<file path="src/rtl/serial_adder_ctrl.sv">
// serial_adder_ctrl
//
// Bit-serial adder with its own control FSM. An accepted start captures both
// operands and the carry-in, then a single 1-bit full adder processes one bit
// per clock, LSB first, for WIDTH cycles. The final sum and carry-out are loaded
// into the output registers on the DONE-entry edge. They hold that value until
// the next addition completes.
//
// Ports
//   clk    in   1      clock, all state updates on the rising edge
//   rst    in   1      asynchronous active-high reset
//   start  in   1      begin an addition (sampled only in IDLE)
//   a      in   WIDTH  operand A, captured on the accepted start edge
//   b      in   WIDTH  operand B, captured on the accepted start edge
//   cin    in   1      carry-in, captured on the accepted start edge
//   busy   out  1      high while the serial addition is running
//   done   out  1      one-cycle pulse when s/cout hold a new result
//   s      out  WIDTH  sum of the last completed addition
//   cout   out  1      carry-out of the last completed addition

module serial_adder_ctrl #(
    parameter int unsigned WIDTH = 8
) (
    input  logic             clk,
    input  logic             rst,
    input  logic             start,
    input  logic [WIDTH-1:0] a,
    input  logic [WIDTH-1:0] b,
    input  logic             cin,
    output logic             busy,
    output logic             done,
    output logic [WIDTH-1:0] s,
    output logic             cout
);

    // One extra bit over log2 so the counter never wraps inside an operation.
    localparam int unsigned   CntW    = $clog2(WIDTH) + 1;
    localparam logic [CntW-1:0] LastBit = CntW'(WIDTH - 1);

    typedef enum logic [1:0] {
        StIdle,
        StRun,
        StDone
    } state_e;

    state_e             state_q, state_d;
    logic [WIDTH-1:0]   a_q, a_d;
    logic [WIDTH-1:0]   b_q, b_d;
    logic [WIDTH-1:0]   res_q, res_d;
    logic               carry_q, carry_d;
    logic [CntW-1:0]    cnt_q, cnt_d;
    logic [WIDTH-1:0]   s_q, s_d;
    logic               cout_q, cout_d;

    // The only adder in the design: one full-adder cell on the operand LSBs.
    logic sum_bit;
    logic carry_bit;

    always_comb begin
        sum_bit   = a_q[0] ^ b_q[0] ^ carry_q;
        carry_bit = (a_q[0] & b_q[0]) | (a_q[0] & carry_q) | (b_q[0] & carry_q);
    end

    always_comb begin
        state_d = state_q;
        a_d     = a_q;
        b_d     = b_q;
        res_d   = res_q;
        carry_d = carry_q;
        cnt_d   = cnt_q;
        s_d     = s_q;
        cout_d  = cout_q;

        unique case (state_q)
            StIdle: begin
                if (start) begin
                    a_d     = a;
                    b_d     = b;
                    carry_d = cin;
                    res_d   = '0;
                    cnt_d   = '0;
                    state_d = StRun;
                end
            end
            StRun: begin
                // Sum bits enter from the MSB side so bit 0 ends up at res[0]
                // after WIDTH shifts.
                a_d     = a_q >> 1;
                b_d     = b_q >> 1;
                res_d   = {sum_bit, res_q[WIDTH-1:1]};
                carry_d = carry_bit;
                cnt_d   = cnt_q + CntW'(1);
                if (cnt_q == LastBit) begin
                    s_d     = {sum_bit, res_q[WIDTH-1:1]};
                    cout_d  = carry_bit;
                    state_d = StDone;
                end
            end
            StDone: begin
                state_d = StIdle;
            end
            default: begin
                state_d = StIdle;
            end
        endcase
    end

    always_ff @(posedge clk or posedge rst) begin
        if (rst) begin
            state_q <= StIdle;
            a_q     <= '0;
            b_q     <= '0;
            res_q   <= '0;
            carry_q <= 1'b0;
            cnt_q   <= '0;
            s_q     <= '0;
            cout_q  <= 1'b0;
        end else begin
            state_q <= state_d;
            a_q     <= a_d;
            b_q     <= b_d;
            res_q   <= res_d;
            carry_q <= carry_d;
            cnt_q   <= cnt_d;
            s_q     <= s_d;
            cout_q  <= cout_d;
        end
    end

    // Status outputs are decoded straight from the state flops.
    always_comb begin
        busy = (state_q == StRun);
        done = (state_q == StDone);
        s    = s_q;
        cout = cout_q;
    end

endmodule
</file>
<file path="config.mk">
export PLATFORM = sky130hd
export DESIGN_NAME = serial_adder_ctrl
export DESIGN_NICKNAME = d
export VERILOG_FILES = /design/src/rtl/serial_adder_ctrl.sv
export SDC_FILE = /design/constraint.sdc
export NUM_CORES = 1
export LEC_CHECK = 0
export ABC_AREA = 1
export ABC_CLOCK_PERIOD_IN_PS = 3190
export BUFFER_PORTS_ARGS = -buffer_cell sky130_fd_sc_hd__buf_2
export CORE_MARGIN = 3
export CORE_UTILIZATION = 58
export DETAILED_ROUTE_END_ITERATION = 7
export PLACE_DENSITY = 0.83
export SKIP_LAST_GASP = 1
export SYNTH_ARGS = -nofsm -noshare
export SYNTH_HDL_FRONTEND = slang
export SYNTH_SLANG_ARGS = --single-unit
</file>
<file path="constraint.sdc">
create_clock -name clk -period 3.19 [get_ports clk]
set_clock_uncertainty 0.05 [all_clocks]
set_input_delay 0.4785 -clock clk [delete_from_list [all_inputs] [get_ports clk]]
set_output_delay 0.4785 -clock clk [all_outputs]
set_load 0.1 [all_outputs]
</file>
==> Word level (Yosys, flattened, before mapping) <==
Cells that the tools add are included.
{ "classes": {"addsub": 1, "eq_ne": 5, "mux": 13, "bitwise": 7, "reduce_logical": 5} }
{ "op_table": {"columns": ["op", "count"], "rows": [
  ["$pmux W8 S2", 3],
  ["$mux W8", 3],
  ["$pmux W4 S2", 1],
  ["$reduce_and A2 Y1", 3],
  ["$add A4 B1 Y4 const B", 1],
  ["$eq A4 B3 Y1 const B", 1],
  ["$mux W2", 2],
  ["$mux W4", 1],
  ["$pmux W2 S2", 1],
  ["$and A1 B1 Y1", 3],
  ["$eq A2 B1 Y1 const B", 1],
  ["$eq A2 B2 Y1 const B", 1],
  ["$logic_not A2 Y1", 1],
  ["$ne A2 B1 Y1 const B", 1],
  ["$ne A2 B2 Y1 const B", 1],
  ["$or A1 B1 Y1", 2],
  ["$pmux W1 S2", 1],
  ["$reduce_bool A2 Y1", 1],
  ["$xor A1 B1 Y1", 2],
  ["$mux W1", 1]
]} }
{ "word_totals": {"ff_bits": 40, "input_bits": 20, "output_inout_bits": 11, "elab_cells": 39} }

==> Logic depth before layout (Yosys ltp) <==
Gate-level depths: netlist (run 1).
{ "depth": {"ltp_word": 4, "depth_mapped": 6, "ltp_nobuf": 6} }

==> Worst setup path after synthesis (run 1) <==
Ideal clock, no wire load.
{ "synth_timing": {"path_type": "reg-to-output", "from": "register state_q[0]", "to": "output done", "arrival_ps": 1690, "path_slack_ps": 972, "stages_incl_launch_ff": 2, "n_path_buf": 0, "path_cell_list": "dfrtp_1 -> nor2_1"} }
{ "synth_between": {"elab_chain_cells": 1} }
{ "synth_rtl": {"columns": ["item", "line", "text"], "rows": [
  ["start: declaration", "46", "state_e state_q, state_d;"],
  ["start signal: assignment", "110", "state_q <= StIdle;"],
  ["start signal: assignment", "119", "state_q <= state_d;"],
  ["$eq A2 B2 Y1", "133", "done = (state_q == StDone);"],
  ["end: declaration", "31", "output logic done,"]
]} }
No other way between the ends.

==> Worst setup path after layout (run 1) <==
{ "layout_timing": {"from": "register state_q[0]", "to": "output busy"} }
{ "layout_between": {"elab_chain_cells": 1} }
{ "layout_rtl": {"columns": ["item", "line", "text"], "rows": [
  ["$eq A2 B1 Y1", "132", "busy = (state_q == StRun);"],
  ["end: declaration", "30", "output logic busy,"]
]} }
No other way between the ends.

==> results of run 1 <==
worst register-to-register path: stages, from the launching register on:
cell and delay [ns]:
dfrtp_1 0.39, inv_2 0.08, nand2_2 0.28, nor2_4 0.44, nand2_1 0.13, nand3_1 0.09
placed cells by master (no fill, tap or decap), drive strengths merged:
master  netlist  layout
nand2        74      74
clkbuf        0       8
ha            1       1
nand3        40      40
a21oi         1       1
o22ai         4       4
dfrtp        39      39
nand4         1       1
o21ai         3       3
o21bai        1       1
buf           8      33
fa            1       1
nor2          6       6
inv           9       9
cells in the mapped netlist, drive strengths merged:
cell    count
a21oi       1
buf         8
dfrtp      39
fa          1
ha          1
inv         9
nand2      74
nand3      40
nand4       1
nor2        6
o21ai       3
o21bai      1
o22ai       4
final cells by class:
cell class,count,area share
multi-input cells,132,0.323
flip-flops and latches,39,0.513
clock buffers,8,0.0362
repair buffers,33,0.0907
well taps,30,0.0197
inverters,9,0.0178
kinds of logic after synthesis:
group	synth area share
buffers and inverters	0.0536
adders and majority gates	0.0194
AOI/OAI and AO/OA	0.0313
DFF	0.581
and+or+nand+nor	0.315
registers in the layout (all words and copies together) (netlist names):
signal	count
b_q	8
res_q	7
state_q	2
s	8
carry_q	1
a_q	8
cout	1
cnt_q	4
routing by layer:
metal	GRT usage	vias to the layer above
met5	0	-
met4	0.0949	0
met3	0.0648	7
met2	0.335	38
met1	0.293	648
li1	-	672
report_power, final:
group	switching [uW]	internal, uW	total [uW]
combinational	824	232	1060
sequential	134	702	835
clock	154	130	284
stage by stage:
step | setup slack (ns) | hold WS (ns) | power (uW) | util
floorplan | 0.972 | 0.392 | 1730 | -
global placement | 1.41 | 0.402 | 1860 | 0.702
detailed placement | 1.37 | 0.409 | 1900 | 0.702
CTS | 0.970 | 0.132 | 2190 | 0.728
global route | 0.904 | 0.154 | 2310 | 0.728
finish | 0.990 | 0.128 | 2170 | 0.728
worst paths after layout:
path,startpoint,to,slack [ns]
hold / removal,rst,s[0]$_DFFE_PP0P_,0.13
min in group clk,b[7],b_q[7]$_DFFE_PP0P_,0.28
setup / recovery,state_q[0]$_DFFE_PP0P_,busy,0.99
max in group asynchronous,rst,res_q[6]$_DFFE_PP0P_,2.33
setup reg to reg,state_q[1]$_DFFE_PP0P_,b_q[5]$_DFFE_PP0P_,1.67
hold reg to reg,res_q[2]$_DFFE_PP0P_,s[1]$_DFFE_PP0P_,0.43
==> results.tsv, run 1 <==
stage	metric	value	unit
clocking	Root Buffer	clkbuf_4	
detailed_routing	met1 wire length	1500	um
detailed_routing	DR DRC count	0	
clocking	CTS tree	yes	
power	Lkg Pwr	0.00101	uW
global_routing	initial antenna violation count	0	
placed_design	PortBufs	30	
yosys	Mapped Area	1680	um^2
detailed_routing	routed via count	1365	
power	Peak VDD IR	0.00100	V
detailed_routing	ANT nets after route	0	
sta	RSZ-0062 raised after global routing	no	
yosys	largest cells by area after synthesis	dfrtp_1 (58%), nand2_1 (16%), nand3_1 (12%)	
detailed_routing	router iterations before antenna repair	4	
run	max-capacitance violation count	0	
global_routing	Tot GR Track Use	0.220	
yosys	sequential fraction of the synthesis area	0.581	
yosys	Avg Inst Size Synth	8.94	um^2
global_routing	first-pass GRT wire length	5790	um
sta	final hold vios	0	
yosys	Synth top area share	0.581	
critical_path	WP buf/inv	2	
clocking	Num CTS Buffers	5	
critical_path	delay-heaviest family, CP	buffers and inverters	
placed_design	gpl congestion	0.764	
finish	fraction of layout cells with a size suffix above 1	0.213	
finish	design area	1900	um^2
clocking	# Post-CTS Setup Buffers	0	
critical_path	Arrival @ worst endpoint	1.67	ns
finish	number of diodes	0	
finish	fill cell count	210	
clocking	hold buffers post-CTS	0	
hold_path	Hold WC Path Type	in2async	
yosys	Gate Count Post-Synth	188	
critical_path	Worst Path Required	2.66	ns
clocking	Post-CTS Resized	0	
detailed_routing	Routed WL	3420	um
finish	footprint of the multi-input gates	614	um^2
sta	pins over their slew limit	0	
critical_path	worst-path maximum fanout	23	
critical_path	Setup crit end kind	output port	
detailed_routing	1st-iter DRT viols	52	
clocking	H-tree depth	2	
yosys	post-synth cell types	20	
finish	# nets final	242	
detailed_routing	max layer used	met4	
yosys	Synth area leader	dfrtp_1	
clocking	Sink Count	39	
critical_path	Setup Crit Path Kind	reg2out	
floorplan	die height	59.8	um
detailed_routing	metal2 WL	1670	um
floorplan	initial core utilization	0.643	
yosys	syn nets	210	
critical_path	Slowest Stage Delay on Critical Path	0.50	ns
critical_path	CP startpoint kind	flip-flop	
finish	P&R area growth vs syn	13.3	%
floorplan	DIE AREA	3580	um^2
yosys	YS warnings	0	
finish	total area of sequential cells	976	um^2
status	status	finished clean	
critical_path	worst path cell trace	nand2_2 -> inv_2 -> buf_2	
clocking	clk buf depth	2	
sta	Slew @ Worst Pin	0.595	ns
detailed_routing	DR WL met3	188	um
floorplan	CORE AREA	2610	um^2
global_routing	largest net degree at the start of global routing	31	
sta	final worst-path cycle share	0.690	
placed_design	placed instance count	243	
sta	Setup violations, final	0	
floorplan	Die W	59.8	um
critical_path	FF-to-FF path depth	5	
global_routing	total global routing overflow	0	
global_routing	number of global-route vias before repair	1323	
critical_path	CP Depth	3	
placed_design	DP HPWL	2350	um
clocking	clock latency at the later pin of the worst-skew pair	0.34	ns
floorplan	num ports	31	
sta	Slew headroom	0.603	
power	Power Dens Cells	1140	nW/um^2
floorplan	row count	18	
finish	Layout Cells excl Fill	251	
detailed_routing	average wire per standard cell	13.6	um
detailed_routing	routed vias/inst	5.44	
placed_design	Placed Area	1830	um^2
sta	Tmin final	2.20	ns
critical_path	Critical-path top delay cell	buf_2	
sta	setup TNS	0	ns
yosys	Seq cells post-synth	39	
sta	Peak Freq	454	MHz
clocking	CTS clock-pin slew for the worst setup and hold paths	0.11	ns
(Power assumes the default switching activity.)
==> run 2: changes to the inputs <==
--- a/config.mk
+++ b/config.mk
@@ -5,13 +5,13 @@
 export SDC_FILE = /design/constraint.sdc
 export NUM_CORES = 1
 export LEC_CHECK = 0
-export ABC_AREA = 1
-export ABC_CLOCK_PERIOD_IN_PS = 3190
+export ABC_AREA = 0
+export ABC_CLOCK_PERIOD_IN_PS = 2000
 export BUFFER_PORTS_ARGS = -buffer_cell sky130_fd_sc_hd__buf_2
 export CORE_MARGIN = 3
-export CORE_UTILIZATION = 58
+export CORE_UTILIZATION = 49
 export DETAILED_ROUTE_END_ITERATION = 7
-export PLACE_DENSITY = 0.83
+export PLACE_DENSITY = 0.74
 export SKIP_LAST_GASP = 1
 export SYNTH_ARGS = -nofsm -noshare
 export SYNTH_HDL_FRONTEND = slang
==> constraint.sdc (replaced) <==
create_clock -name clk -period 2 [get_ports clk]
set_clock_uncertainty 0.05 [all_clocks]
set_input_delay 0.3 -clock clk [delete_from_list [all_inputs] [get_ports clk]]
set_output_delay 0.3 -clock clk [all_outputs]
set_load 0.1 [all_outputs]
==> results.tsv, run 2 <==
stage	metric	value	unit	change
sta	setup TNS	0	ns	unchanged
yosys	Synth top area share	0.574		-0.00642
power	Lkg Pwr	0.00102	uW	+0.97%
floorplan	die height	64.9	um	+8.5%
detailed_routing	router iterations before antenna repair	5		+1
critical_path	FF-to-FF path depth	4		-1
yosys	Post-synth EDFFs	0		unchanged
critical_path	Setup crit end kind	output port		
finish	commonest non-fill, non-tap cell in the layout	dfrtp_1		
yosys	Synth area leader	dfrtp_1		
detailed_routing	routed vias/inst	5.36		-1.5%
yosys	Async S/R FF share, synth	1.00		unchanged
detailed_routing	average wire per standard cell	14.3	um	+4.7%
finish	# nets final	204		-16%
run	max-capacitance violation count	0		unchanged
clocking	Root Buffer	clkbuf_4		
clocking	clock latency at the later pin of the worst-skew pair	0.34	ns	about the same
critical_path	Arrival @ worst endpoint	1.44	ns	-0.23 ns
placed_design	DP HPWL	2230	um	-5.2%
status	status	finished clean		
yosys	count leader, synth	dfrtp_1		
floorplan	CORE AREA	3180	um^2	+22%
finish	design area	2010	um^2	+5.6%
global_routing	largest net degree at the start of global routing	40		+29%
yosys	sequential fraction of the synthesis area	0.574		-0.00642
finish	fraction of layout cells with a size suffix above 1	0.306		+0.0933
sta	Slew @ Worst Pin	0.657	ns	+0.0618 ns
placed_design	pre-CTS WS	0.193	ns	-1.18 ns
sta	final worst-path cycle share	0.893		
floorplan	initial core utilization	0.535		-0.109
global_routing	first-pass GRT wire length	5710	um	-1.4%
sta	Peak Freq	560	MHz	
yosys	YS warnings	0		unchanged
critical_path	Worst Path Required	1.65	ns	-1.01 ns
floorplan	Die W	64.9	um	+8.5%
yosys	Gate Count Post-Synth	148		-21%
sta	final hold vios	0		unchanged
floorplan	num ports	31		unchanged
sta	Slew headroom	0.561		-0.0419
yosys	top cells by count, synth	dfrtp_1 (39), nand2_1 (17), o21ai_0 (16)		
finish	fill cell count	286		+36%
global_routing	total global routing overflow	0		unchanged
yosys	ys flop type	dfrtp_1		
sta	pins over their slew limit	0		unchanged
yosys	Seq cells post-synth	39		unchanged
power	Peak VDD IR	0.000959	V	-4.2%
clocking	CTS clock-pin slew for the worst setup and hold paths	0.12	ns	about the same
global_routing	Tot GR Track Use	0.178		-0.0423
power	Power Dens Cells	1740	nW/um^2	+52%
yosys	Mapped Area	1700	um^2	+1.1%
hold_path	Hold WC Path Type	in2reg		
sta	Setup violations, final	0		unchanged
finish	commonest non-fill, non-tap cells in the layout	dfrtp_1 (39), buf_2 (28), nand2_1 (17)		
hold_path	Hold Path Stages	2		
yosys	Avg Inst Size Synth	11.5	um^2	+28%
placed_design	Placed Area	1940	um^2	+5.7%
global_routing	number of global-route vias before repair	1237		-6.5%
floorplan	DIE AREA	4210	um^2	+18%
detailed_routing	ANT nets after route	0		unchanged
yosys	largest cells by area after synthesis	dfrtp_1 (57%), and3b_1 (7.2%), mux2_2 (6.6%)		
yosys	post-synth cell types	22		+10%
sta	final worst setup slack	0.214	ns	-0.776 ns
yosys	syn nets	170		-19%
clocking	CTS tree	yes		
clocking	Num CTS Buffers	5		unchanged
clocking	# Post-CTS Setup Buffers	0		unchanged
detailed_routing	DR DRC count	0		unchanged
critical_path	Setup Crit Path Kind	reg2out		
clocking	clk buf depth	2		unchanged
finish	P&R area growth vs syn	18.3	%	
sta	RSZ-0062 raised after global routing	no		
detailed_routing	1st-iter DRT viols	101		+94%
detailed_routing	routed via count	1216		-11%
clocking	Sink Count	39		unchanged
global_routing	initial antenna violation count	0		unchanged
placed_design	gpl congestion	0.766		+0.21%
placed_design	PortBufs	30		unchanged
clocking	H-tree depth	2		unchanged
finish	number of diodes	0		unchanged
critical_path	worst-path maximum fanout	32		+39%
critical_path	CP startpoint kind	flip-flop		
power	Pwr Total	3490	uW	+60%
floorplan	row count	20		+2
sta	Tmin final	1.79	ns	
detailed_routing	Routed WL	3240	um	-5.3%
-- run 2: cell count changes after synthesis, sizes merged, moves of 8 or more --
cell,before,now
nand2,74,17
nand3,40,1
a21oi,1,15
and3b,0,14
o21ai,3,16
a22o,0,11
mux2,0,10
inv,9,1
-- run 2: critical path, stage by stage (launching register included) --
cell	delay, ns
dfrtp_1	0.47
buf_4	0.26
nor2b_2	0.18
buf_12	0.19
-- run 2: where the power goes --
group	switching [uW]	internal (uW)	leakage, uW
combinational	1200	572	0.000480
clock	253	136	0.0000282
sequential	222	1110	0.000509
-- run 2: worst paths after layout --
path	start	to	slack [ns]
worst min register to register	b_q[2]$_DFFE_PP0P_	b_q[2]$_DFFE_PP0P_	0.45
max in group asynchronous	rst	b_q[1]$_DFFE_PP0P_	1.00
min in group asynchronous	rst	res_q[2]$_DFFE_PP0P_	0.55
worst max register to register	cnt_q[0]$_DFFE_PP0P_	s[2]$_DFFE_PP0P_	0.25
worst min-delay path	b[7]	b_q[7]$_DFFE_PP0P_	0.13
worst max-delay path	state_q[0]$_DFFE_PP0P_	done	0.21
-- run 2: timing repair --
item                       4_1_cts  5_1_grt
resized for setup                0        1
hold buffers                     1        0
hold endpoints to repair         2        0
setup endpoints to repair        0        1
-- run 2: layout make-up --
| class | count | area (um^2) | area share |
|---|---|---|---|
| timing repair buffer | 36 | 228 | 0.113 |
| inverter | 2 | 7.51 | 0.00374 |
| multi-input combinational | 98 | 689 | 0.343 |
| clock inverter | 2 | 12.5 | 0.00623 |
| clock buffer | 6 | 41.3 | 0.0205 |
| tap | 44 | 55.1 | 0.0274 |
| sequential | 39 | 976 | 0.486 |
-- run 2: kinds of logic after synthesis --
family	count (synthesis)	synth area share
simple gates	40	0.147
buf+inv	11	0.0280
mux	10	0.0663
compound gates	46	0.166
flops	39	0.574
fa+ha+maj	2	0.0191
-- run 2: layer usage --
metal	part of all wire	vias up	global-route usage
met5	0	-	0
met4	0.011	0	0.0818
met3	0.038	4	0.0416
met2	0.51	27	0.291
met1	0.44	589	0.222
li1	-	596	-
-- run 2: stage by stage --
stage          instances  utilization  hold WS (ns)
3_3_place_gp         218        0.610         0.380
3_5_place_dp         218        0.610         0.392
2_1_floorplan        148            -         0.383
4_1_cts              227        0.630         0.112
5_1_grt              227        0.632         0.113
6_report             227        0.632         0.126
==> run 3: changes to the inputs <==
--- a/config.mk
+++ b/config.mk
@@ -7,9 +7,11 @@
 export LEC_CHECK = 0
 export ABC_AREA = 0
 export ABC_CLOCK_PERIOD_IN_PS = 2000
-export BUFFER_PORTS_ARGS = -buffer_cell sky130_fd_sc_hd__buf_2
+export BUFFER_PORTS_ARGS = -buffer_cell sky130_fd_sc_hd__buf_4
+export CAP_MARGIN = 20
 export CORE_MARGIN = 3
 export CORE_UTILIZATION = 49
+export CTS_BUF_LIST = sky130_fd_sc_hd__clkbuf_4 sky130_fd_sc_hd__clkbuf_8 sky130_fd_sc_hd__clkbuf_16
 export DETAILED_ROUTE_END_ITERATION = 7
 export PLACE_DENSITY = 0.74
 export SKIP_LAST_GASP = 1
==> results.tsv, run 3 (synthesized netlist as in run 2, its figures left out) <==
stage	metric	value	unit	change
sta	Slew @ Worst Pin	0.516	ns	-0.141 ns
floorplan	Die W	64.9	um	unchanged
clocking	Num CTS Buffers	5		unchanged
clocking	Post-CTS Resized	0		unchanged
status	status	finished clean		
finish	P&R area growth vs syn	22.2	%	
clocking	hold buffers post-CTS	0		-1
run	max-capacitance violation count	0		unchanged
global_routing	number of global-route vias before repair	1194		-3.5%
floorplan	row count	20		unchanged
floorplan	CORE AREA	3180	um^2	unchanged
finish	fill cell count	262		-8.4%
floorplan	num ports	31		unchanged
power	Power Dens Cells	1770	nW/um^2	+1.7%
critical_path	Critical-path top delay cell	dfrtp_1		
clocking	Sink Count	39		unchanged
clocking	Root Buffer	clkbuf_4		
critical_path	CP startpoint kind	flip-flop		
global_routing	first-pass GRT wire length	5840	um	+2.3%
clocking	clk buf depth	2		unchanged
finish	# nets final	203		-0.49%
critical_path	worst path cell trace	buf_4 -> nor2b_2 -> buf_4		
floorplan	DIE AREA	4210	um^2	unchanged
clocking	CTS clock-pin slew for the worst setup and hold paths	0.12	ns	about the same
placed_design	pre-CTS WS	0.201	ns	+0.00722 ns
clocking	CTS tree	yes		
critical_path	most used cell, CP	buf_4		
detailed_routing	Routed WL	3360	um	+3.7%
clocking	H-tree depth	2		unchanged
detailed_routing	1st-iter DRT viols	81		-20%
placed_design	gpl congestion	0.778		+1.6%
sta	Setup violations, final	0		unchanged
global_routing	initial antenna violation count	0		unchanged
global_routing	Tot GR Track Use	0.183		+0.00537
global_routing	total global routing overflow	0		unchanged
detailed_routing	average wire per standard cell	14.8	um	+4.1%
finish	commonest non-fill, non-tap cells in the layout	dfrtp_1 (39), buf_4 (34), nand2_1 (17)		
finish	number of diodes	0		unchanged
placed_design	PortBufs	30		unchanged
hold_path	Hold WC Path Type	in2async		
sta	Peak Freq	562	MHz	+0.38%
sta	final worst-path cycle share	0.890		-0.00341
power	Peak VDD IR	0.000824	V	-14%
detailed_routing	ANT nets after route	0		unchanged
sta	final worst setup slack	0.221	ns	+0.00683 ns
detailed_routing	routed via count	1214		-0.16%
critical_path	FF-to-FF path depth	4		unchanged
power	Lkg Pwr	0.00105	uW	+2.9%
critical_path	Setup crit end kind	output port		
detailed_routing	DR DRC count	0		unchanged
sta	pins over their slew limit	0		unchanged
detailed_routing	router iterations before antenna repair	6		+1
critical_path	Worst Path Required	1.65	ns	about the same
clocking	# Post-CTS Setup Buffers	0		unchanged
sta	RSZ-0062 raised after global routing	no		
placed_design	DP HPWL	2260	um	+1.4%
critical_path	Setup Crit Path Kind	reg2out		
floorplan	initial core utilization	0.535		unchanged
floorplan	die height	64.9	um	unchanged
finish	fraction of layout cells with a size suffix above 1	0.313		+0.00718
critical_path	Arrival @ worst endpoint	1.43	ns	about the same
clocking	clock latency at the later pin of the worst-skew pair	0.34	ns	about the same
sta	final hold vios	0		unchanged
global_routing	largest net degree at the start of global routing	40		unchanged
critical_path	worst-path maximum fanout	34		+6.3%
finish	commonest non-fill, non-tap cell in the layout	dfrtp_1		
sta	setup TNS	0	ns	unchanged
detailed_routing	routed vias/inst	5.37		+0.28%
sta	Tmin final	1.78	ns	-0.00683 ns
critical_path	Slowest Stage Delay on Critical Path	0.43	ns	-0.04 ns
sta	Slew headroom	0.655		+0.0939
-- run 3: through the flow --
step	power, uW	area [um^2]	util	hold slack [ns]	instances
floorplan	2710	1700	-	0.383	148
global route	3910	2080	0.654	0.0486	226
global placement	3060	1980	0.622	0.392	217
CTS	3680	2060	0.649	0.0264	225
detailed placement	3110	1980	0.622	0.410	217
finish	3670	2080	0.654	0.0199	226
-- run 3: where the power goes --
part / total, uW / switching [uW] / internal [uW]
clock: 549 / 254 / 295
sequential: 1320 / 209 / 1110
combinational: 1800 / 1200 / 600
-- run 3: cell type report --
type,instances,area [um^2],area share
clock buffer,6,51.3,0.0247
multi-input combinational,98,682,0.328
clock inverter,2,35.0,0.0169
inverter,2,7.51,0.00361
timing repair buffer,35,270,0.130
tap,44,55.1,0.0265
sequential,39,976,0.470
-- run 3: path summary, 6_finish.rpt --
check                                            start            endpoint  slack, ns
max in group asynchronous                          rst  b_q[6]$_DFFE_PP0P_       1.54
worst min register to register      b_q[6]$_DFFE_PP0P_  b_q[6]$_DFFE_PP0P_       0.45
min in group clk                                  b[7]  b_q[7]$_DFFE_PP0P_       0.12
worst min-delay path                               rst    s[3]$_DFFE_PP0P_       0.02
worst max register to register    cnt_q[0]$_DFFE_PP0P_    s[6]$_DFFE_PP0P_       0.26
worst max-delay path            state_q[0]$_DFFE_PP0P_                done       0.22
-- run 3: layer usage --
metal,vias up,GRT usage,wire length (um)
li1,594,-,-
met1,584,0.240,1460
met2,34,0.294,1690
met3,2,0.0641,181
met4,0,0.0396,26
met5,-,0,0
-- run 3: worst max-delay path, delay by kind of cell (launching register included) --
kind / cells / cell delay (ns)
flops: 1 / 0.43
buf+inv: 2 / 0.53
simple gates: 1 / 0.13
